==> src/rtl/ext_periph_regbank_if.sv <==
// ext_periph_regbank_if: RVCORE_TOP external bus (strobe, byte enables, word address, write/read data)
interface ext_periph_regbank_if #(parameter int AWIDTH = 16);
    logic              EXT_EN;
    logic [3:0]        EXT_WEA;
    logic [AWIDTH-1:0] EXT_ADDR;
    logic [31:0]       EXT_DIN;
    logic [31:0]       EXT_DOUT;
    modport master (output EXT_EN, EXT_WEA, EXT_ADDR, EXT_DIN, input EXT_DOUT);
    modport slave (input EXT_EN, EXT_WEA, EXT_ADDR, EXT_DIN, output EXT_DOUT);
endinterface

==> src/rtl/ext_periph_regbank.sv <==
// ext_periph_regbank: ID/CFG, coherent 64-bit cycle counter, mailbox FIFO, scratch regs; irq port under EXT_PERIPH_IRQ_EN
module ext_periph_regbank #(
    parameter int          AWIDTH      = 16,
    parameter int          NUM_SCRATCH = 4,
    parameter int          FIFO_DEPTH  = 8,
    parameter logic [31:0] ID_VALUE    = 32'h5253_0002
) (
    input logic clk,
    input logic rst,
    ext_periph_regbank_if.slave bus
`ifdef EXT_PERIPH_IRQ_EN
    ,
    output logic irq
`endif
);
    localparam int PW = $clog2(FIFO_DEPTH);
    localparam int FW = PW + 1;
    logic [31:0] dout_q, dout_d, ctrl_q, ctrl_d, hi_q, hi_d, rdata, scr_rd, stat;
    logic [63:0] cnt_q, cnt_d;
    logic [31:0] scr_q [NUM_SCRATCH];
    logic [31:0] scr_d [NUM_SCRATCH];
    logic [31:0] mem_q [FIFO_DEPTH];
    logic [31:0] mem_d [FIFO_DEPTH];
    logic [PW-1:0] wr_q, wr_d, rd_q, rd_d;
    logic [FW-1:0] fcnt_q, fcnt_d;
    logic ovf_q, ovf_d, udf_q, udf_d;
    logic rd_en, wr_en, empty, full;
    assign rd_en = bus.EXT_EN && bus.EXT_WEA == 4'h0;
    assign wr_en = bus.EXT_EN && bus.EXT_WEA != 4'h0;
    assign empty = fcnt_q == '0;
    assign full = fcnt_q == FW'(FIFO_DEPTH);
    assign stat = {16'h0, 8'(fcnt_q), 4'h0, ovf_q, udf_q, full, empty};
    assign bus.EXT_DOUT = dout_q;
    always_comb begin
        scr_rd = '0;
        for (int i = 0; i < NUM_SCRATCH; i++)
            if (bus.EXT_ADDR == AWIDTH'(16 + i)) scr_rd = scr_q[i];
        rdata = bus.EXT_ADDR == AWIDTH'(0) ? ID_VALUE :
                bus.EXT_ADDR == AWIDTH'(1) ? {8'(NUM_SCRATCH), 8'(FIFO_DEPTH), 16'h0001} :
                bus.EXT_ADDR == AWIDTH'(2) ? cnt_q[31:0] :
                bus.EXT_ADDR == AWIDTH'(3) ? hi_q :
                bus.EXT_ADDR == AWIDTH'(4) ? (empty ? 32'h0 : mem_q[rd_q]) :
                bus.EXT_ADDR == AWIDTH'(5) ? stat :
                bus.EXT_ADDR == AWIDTH'(6) ? ctrl_q : scr_rd;
    end
    always_comb begin
        dout_d = dout_q;
        ctrl_d = ctrl_q;
        cnt_d = ctrl_q[0] ? cnt_q + 64'd1 : cnt_q;
        hi_d = hi_q;
        scr_d = scr_q;
        mem_d = mem_q;
        wr_d = wr_q;
        rd_d = rd_q;
        fcnt_d = fcnt_q;
        ovf_d = ovf_q;
        udf_d = udf_q;
        if (rd_en) begin
            dout_d = rdata;
            if (bus.EXT_ADDR == AWIDTH'(2)) hi_d = cnt_q[63:32];
            if (bus.EXT_ADDR == AWIDTH'(4)) begin
                udf_d = udf_q | empty;
                rd_d = empty ? rd_q : rd_q + 1'b1;
                fcnt_d = empty ? fcnt_q : fcnt_q - 1'b1;
            end
        end
        if (wr_en) begin
            if (bus.EXT_ADDR == AWIDTH'(4)) begin
                ovf_d = ovf_q | full;
                if (!full) mem_d[wr_q] = bus.EXT_DIN;
                wr_d = full ? wr_q : wr_q + 1'b1;
                fcnt_d = full ? fcnt_q : fcnt_q + 1'b1;
            end
            if (bus.EXT_ADDR == AWIDTH'(5)) begin
                ovf_d = ovf_q & ~bus.EXT_DIN[3];
                udf_d = udf_q & ~bus.EXT_DIN[2];
            end
            if (bus.EXT_ADDR == AWIDTH'(6) && bus.EXT_WEA[0]) begin
                ctrl_d = {29'h0, bus.EXT_DIN[2], 1'b0, bus.EXT_DIN[0]};
                if (bus.EXT_DIN[1]) begin
                    wr_d = '0;
                    rd_d = '0;
                    fcnt_d = '0;
                end
            end
            for (int i = 0; i < NUM_SCRATCH; i++)
                for (int b = 0; b < 4; b++)
                    if (bus.EXT_ADDR == AWIDTH'(16 + i) && bus.EXT_WEA[b])
                        scr_d[i][8*b +: 8] = bus.EXT_DIN[8*b +: 8];
        end
    end
    always_ff @(posedge clk) begin
        if (rst) begin
            dout_q <= '0;
            ctrl_q <= 32'h1;
            cnt_q <= '0;
            hi_q <= '0;
            for (int i = 0; i < NUM_SCRATCH; i++) scr_q[i] <= '0;
            wr_q <= '0;
            rd_q <= '0;
            fcnt_q <= '0;
            ovf_q <= 1'b0;
            udf_q <= 1'b0;
        end else begin
            dout_q <= dout_d;
            ctrl_q <= ctrl_d;
            cnt_q <= cnt_d;
            hi_q <= hi_d;
            scr_q <= scr_d;
            wr_q <= wr_d;
            rd_q <= rd_d;
            fcnt_q <= fcnt_d;
            ovf_q <= ovf_d;
            udf_q <= udf_d;
        end
        mem_q <= mem_d;
    end
`ifdef EXT_PERIPH_IRQ_EN
    logic irq_q, irq_d;
    assign irq_d = ctrl_q[2] & (~empty | ovf_q);
    always_ff @(posedge clk) irq_q <= rst ? 1'b0 : irq_d;
    assign irq = irq_q;
`endif
endmodule
==> src/flat_wrapper.sv <==
// flat-port wrapper written by rule: the top's interface ports become plain ports
module ext_periph_regbank_flat 
#(
    parameter int          AWIDTH      = 16,
    parameter int          NUM_SCRATCH = 4,
    parameter int          FIFO_DEPTH  = 8,
    parameter logic [31:0] ID_VALUE    = 32'h5253_0002
)
  (clk, rst, bus_EXT_EN, bus_EXT_WEA, bus_EXT_ADDR, bus_EXT_DIN, bus_EXT_DOUT);
  ext_periph_regbank_if #(.AWIDTH(AWIDTH)) bus_i ();
  input logic clk;
  input logic rst;
  input wire logic [$bits(bus_i.EXT_EN)-1:0] bus_EXT_EN;
  input wire logic [$bits(bus_i.EXT_WEA)-1:0] bus_EXT_WEA;
  input wire logic [$bits(bus_i.EXT_ADDR)-1:0] bus_EXT_ADDR;
  input wire logic [$bits(bus_i.EXT_DIN)-1:0] bus_EXT_DIN;
  output wire logic [$bits(bus_i.EXT_DOUT)-1:0] bus_EXT_DOUT;
  assign bus_i.EXT_EN = bus_EXT_EN;
  assign bus_i.EXT_WEA = bus_EXT_WEA;
  assign bus_i.EXT_ADDR = bus_EXT_ADDR;
  assign bus_i.EXT_DIN = bus_EXT_DIN;
  assign bus_EXT_DOUT = bus_i.EXT_DOUT;
  ext_periph_regbank #(.AWIDTH(AWIDTH), .NUM_SCRATCH(NUM_SCRATCH), .FIFO_DEPTH(FIFO_DEPTH), .ID_VALUE(ID_VALUE)) u_core (.clk(clk), .rst(rst), .bus(bus_i));
endmodule
==> config.mk <==
export PLATFORM = sky130hd
export DESIGN_NAME = ext_periph_regbank_flat
export DESIGN_NICKNAME = d
export VERILOG_FILES = /design/src/rtl/ext_periph_regbank_if.sv /design/src/rtl/ext_periph_regbank.sv /design/src/flat_wrapper.sv
export SDC_FILE = /design/constraint.sdc
export NUM_CORES = 1
export LEC_CHECK = 0
export CAP_MARGIN = 30
export CORE_UTILIZATION = 40
export CTS_CLUSTER_SIZE = 40
export DETAILED_ROUTE_END_ITERATION = 10
export GPL_ROUTABILITY_DRIVEN = 0
export HOLD_SLACK_MARGIN = 0.08
export PLACE_DENSITY = 0.66
export SLEW_MARGIN = 10
export SYNTH_ARGS = -nofsm -noshare
export SYNTH_HDL_FRONTEND = slang
export SYNTH_SLANG_ARGS = --single-unit
==> constraint.sdc <==
create_clock -name clk -period 15.1 [get_ports clk]
set_input_delay 3.02 -clock clk [delete_from_list [all_inputs] [get_ports clk]]
set_output_delay 3.02 -clock clk [all_outputs]
set_load 0.005 [all_outputs]
# After elaboration in Yosys (flattened, before gate mapping)
# Index checks and enable logic that the tools add are counted.
dict set report word_totals {
  ff_bits 526
  ram_bits 0
  output_inout_bits 32
  memories 0
  input_bits 55
  romBits 0
  word_cells 148
  latchBits 0
}
dict set report op_classes {
  n_shift 0
  reduce_logical 45
  n_lt_le_gt_ge 3
  add_sub_neg 5
  multipliers 0
  eq_ne 11
  bitwise_logic 9
  n_mux 42
  n_div 0
}
# op n
set ops {}
lappend ops {{two-way mux 32 bit} 15}
lappend ops {{bitwise mux 256 bit} 1}
lappend ops {{binary-select mux 32 bit (select 3 bit)} 1}
lappend ops {{demux 32 bit (select 3 bit)} 1}
lappend ops {{adder 64 x 1 -> 64 bit, second input constant} 1}
lappend ops {{== test 16 x 5 -> 1 bit, second input constant} 4}
lappend ops {{== test 16 x 3 -> 1 bit, second input constant} 3}
lappend ops {{AND reduction 2 bit} 19}
lappend ops {{== test 16 x 2 -> 1 bit, second input constant} 2}
lappend ops {{two-way mux 4 bit} 8}
lappend ops {{two-way mux 3 bit} 10}
lappend ops {{logical AND 1 bit} 20}
lappend ops {{== test 16 x 1 -> 1 bit, second input constant} 1}
lappend ops {{logical NOT 16 bit} 1}
lappend ops {{>= comparator 4 bit, second input constant} 2}
lappend ops {{logical NOT 4 bit} 2}
lappend ops {{inverter 3 -> 4 bit} 2}
lappend ops {{adder 3 x 1 -> 3 bit, second input constant} 2}
lappend ops {{two-way mux 1 bit} 6}
lappend ops {{adder 4 x 1 -> 4 bit, second input constant} 1}
lappend ops {{== test 4 bit, second input constant} 1}
lappend ops {{less-than comparator 4 x 1 -> 1 bit, second input constant} 1}
lappend ops {{nonzero test 4 bit} 1}
lappend ops {{subtractor 4 x 1 -> 4 bit, second input constant} 1}
lappend ops {{other kinds (5)} 9}

# Logic depth before layout (Yosys ltp)
dict set report depth {
  word_depth 12
  mapped_depth 9
  ltp_nobuf 7
}

# Least setup slack after synthesis
# OpenSTA, ideal clock, no wires.
dict set report synth_timing {
  path_type {input -> register}
  startpoint {input bus_EXT_ADDR[1]}
  endpoint {register u_core.mem_q[224] (netlist name), enable pin}
  cell_stages 6
  path_buffers 2
  setup_ps 501
  required_ps 14599
  t_arrival_ps 7136
  slack_ps 7463
  path_cell_list {clkbuf_1 > or2_2 > clkbuf_1 > nor3_1 > nand2_1 > nor4_1}
}
dict set report synth_between {
  elab_chain_cells 2
}
# item line_no
set synth_lines {}
lappend synth_lines {{start, declared} flat_wrapper.sv:15} ;# input wire logic [$bits(bus_i.EXT_ADDR)-1:0] bus_EXT_ADDR;
lappend synth_lines {{== test 16 x 3 -> 1 bit} ext_periph_regbank.sv:68} ;# if (bus.EXT_ADDR == AWIDTH'(4)) begin
lappend synth_lines {{AND reduction 3 bit (no source line)} --}
lappend synth_lines {{end signal, assigned} ext_periph_regbank.sv:116} ;# mem_q <= mem_d;
lappend synth_lines {{end, declared} ext_periph_regbank.sv:22} ;# logic [31:0] mem_q [FIFO_DEPTH];
# No other way between the ends.
# A chain may end at the register's enable or synchronous reset.

# Worst setup path in the final report
dict set report layout_timing {
  startpoint {input bus_EXT_ADDR[2]}
  endpoint {register u_core.mem_q[32] (netlist name), enable pin}
}
# Same word-level chain as after synthesis.

==> metrics.txt <==
outcome finished clean; Die H 238 µm; placed instance area 23,900 µm²; number of standard cells in the layout, taps in and fillers out 2,830; aggregate negative setup slack 0 ps; number of hold-slack violations in the final timing report 0; register area share after synthesis 58.7%; Max-Cap Viols 0; top cell type's share of synthesized area 34.5%; Worst EP arrival 6770 ps; overall die width 238 µm; syn_nets 2,053; Total Wirelength 62.9 mm; wire length the detailed router placed on met1 26.6 mm; fraction of power consumed by the clock network 46.0%; number of distinct standard cells referenced by the synthesized netlist 65; worst-case hold path end point u_core.scr_q[80]; critical path required time 15,410 ps; Gates resized, CTS repair 0; reg-to-reg setup timing slack 11,900 ps; number of nets in the layout 2,097; via total after detailed routing 16,389; detailed-routed wire length on met2 29.4 mm; sequential cell area 13,100 µm²; total global-route track usage 22.1%; hold_buf cts 0; top cell types by occurrence after synthesis 388 x sky130_fd_sc_hd__nand2_1, 270 x sky130_fd_sc_hd__dfxtp_1, 256 x sky130_fd_sc_hd__edfxtp_1, 226 x sky130_fd_sc_hd__a21oi_1, 98 x sky130_fd_sc_hd__clkbuf_1; Initial Util 40.5%; hpwl dp 42.3 mm; final routed DRC violation total 0; combinational fraction of design power 3.0%; Worst R2R Path Depth 5; maximum vdd drop 82.2 µV; biggest fanout along the worst timing path 18; number of pins exceeding their max-slew limit in the final report 0; violation count after the first detailed-routing iteration 1,774; Place WS 8090 ps; type of the worst setup path in -> reg; met3 wire length 4.51 mm; footprint of the multi-input gates 8650 µm²; Max Buffers Root-to-Sink 3; DIE AREA 56,700 µm²; pin count of the biggest net entering global routing 103; worst hold path class reg -> reg; TritonCTS clock tree yes; Final Worst Setup Slack 8640 ps; reg2reg end u_core.bus.EXT_DOUT[27]; Seq pwr share 51.0%; via count of the first global-routing pass 15,674; iteration count of the initial detailed-routing pass 5; Vias/cell 5.79; post-CTS clock slew at the launch and capture registers of the worst setup and hold paths 60 ps; fillers 4,950; setup fix buffers added after clock tree synthesis 0; antenna violations before repair 1; RSZ-0062 raised after global routing false; remaining antenna violation count after routing 0; clock net sink count 526; mapped cell area 22,300 µm²; cell internal pwr 2.30 mW; top layer in use met5; switching share of power 21.6%; clock latency on the worst-skew pair 620 ps; instance count after placement with tap cells included 2,728; Main synth FF type sky130_fd_sc_hd__dfxtp_1; Peak Freq 0.155 GHz; total power after layout 2.94 mW; Post-synth EDFFs 256; final critical path time including I/O delays and setup 6460 ps; diode insertion count for antenna repair 0; cell with the most instances after synthesis sky130_fd_sc_hd__nand2_1; cell types with the largest area share after synthesis sky130_fd_sc_hd__edfxtp_1 34%, sky130_fd_sc_hd__dfxtp_1 24%, sky130_fd_sc_hd__mux4_2 8.3%; area of the placeable core 55,100 µm²; Max-Slew Margin vs Limit 32.8%; sort of element at the start of the critical path input pin; total grt overflow 0; largest clock skew in the final design 24.4 ps; Post-Layout Inst Area 25,800 µm²; number of buffers created by CTS 53; fraction of final layout cells sized beyond drive strength 1 13.6%; register bit total from synthesis 526; Crit. End Element register; Cells on Worst Hold Path 2; Power Dens Cells 114 nW/µm²; average size of a mapped cell 11.2 µm²; transition time of the tightest slew-check pin 1000 ps; launch instance of the worst register-to-register path u_core.rd_q[0]; clock root buffer sky130_fd_sc_hd__clkbuf_16; H-Tree Level Count 2; net switching power 0.634 mW; yosys warns 0; start point of the worst hold path u_core.scr_q[80]; routed length per placed instance 22.2 µm; number of cell rows 86; share of flip-flops with an asynchronous set or reset after synthesis 0%; leakage power 7.75 nW; synthesized instance count 1,993; post-synthesis cell type with the largest combined area sky130_fd_sc_hd__edfxtp_1; count of boundary I/O pins 87; global-route wire length before repair 95.5 mm; final worst-path cycle share 42.8%; final number of setup-violating endpoints 0; count of port buffers added during placement 86; area growth from synthesis to layout 15.6%
[cell families (layout without fill, tap and decap cells)]
group	count (synthesis)	count (layout)	share of synthesized area, %
xor+xnor	31	31	1.22
mux	134	134	10.8
compound gates	424	424	11.0
flops	526	526	58.7
buf+inv	159	248	2.82
fa+ha+maj	5	5	0.280
simple gates	714	714	15.1
[layout make-up]
type | instances | share of cell area [%]
inverters | 29 | 0.422
well taps | 748 | 3.63
clock buffers | 72 | 5.74
flip-flops and latches | 526 | 50.8
clock inverters | 28 | 1.27
multi-input cells | 1308 | 33.5
repair buffers | 119 | 4.59
[placed cells by master (no fill, tap or decap), drive strengths merged, types with 22 or more instances in the layout]
master,synthesis,routed
nand2,388,388
buf,32,36
mux2,38,38
nand3,41,41
clkbuf,98,72
nand4,36,36
mux4,82,82
nor3,37,37
o21ai,83,83
nor4,22,22
a21oi,226,226
dfxtp,270,270
inv,29,31
or3,38,38
nor2,69,69
clkdlybuf4s50,0,83
edfxtp,256,256
or4,25,25
[worst max path at each step]
stage,startpoint,to,slack [ps],cells after the start
2_1_floorplan,bus_EXT_ADDR[1],u_core.mem_q[224],7460,6
3_3_place_gp,bus_EXT_ADDR[2],u_core.mem_q[55],8080,6
3_5_place_dp,bus_EXT_ADDR[2],u_core.mem_q[59],8090,7
4_1_cts,bus_EXT_ADDR[2],u_core.mem_q[32],8720,7
5_1_grt,bus_EXT_ADDR[2],u_core.mem_q[64],8370,7
6_report,bus_EXT_ADDR[2],u_core.mem_q[32],8640,7
[power groups by stage]
stage	clock (mW)	sequential [mW]	combinational, mW
after floorplan	0	1.53	0.0381
after global placement	0	1.53	0.0842
after detailed placement	0	1.53	0.0864
after CTS	1.37	1.50	0.0867
after global routing	1.43	1.50	0.0941
final	1.35	1.50	0.0888
[flip-flops by register name, summed over array words and instances, names as in the netlist, named ones only]
register             cells
u_core.mem_q           256
u_core.rd_q              3
u_core.scr_q           128
u_core.hi_q             32
u_core.ctrl_q            2
u_core.udf_q             1
u_core.wr_q              3
u_core.cnt_q            64
u_core.ovf_q             1
u_core.bus.EXT_DOUT     32
[critical path, stage by stage]
cell	delay, ps
sky130_fd_sc_hd__clkdlybuf4s50_1	800
sky130_fd_sc_hd__nor4b_1	640
sky130_fd_sc_hd__nand4_1	540
sky130_fd_sc_hd__nor3_1	580
sky130_fd_sc_hd__nand2_1	330
sky130_fd_sc_hd__nor2_4	610
sky130_fd_sc_hd__buf_16	230
[per-stage QoR]
step | utilization, % | hold WS (ps)
floorplan | - | 427
global placement | 43.3 | 435
detailed placement | 43.5 | 440
CTS | 46.7 | 447
global route | 46.8 | 469
finish | 46.8 | 446
[layer usage]
layer	global-route usage, %	vias up
li1	-	7471
met1	30.2	8165
met2	35.2	653
met3	3.35	98
met4	9.29	2
met5	0	-
Note: power is estimated with default switching activity, not from simulation.
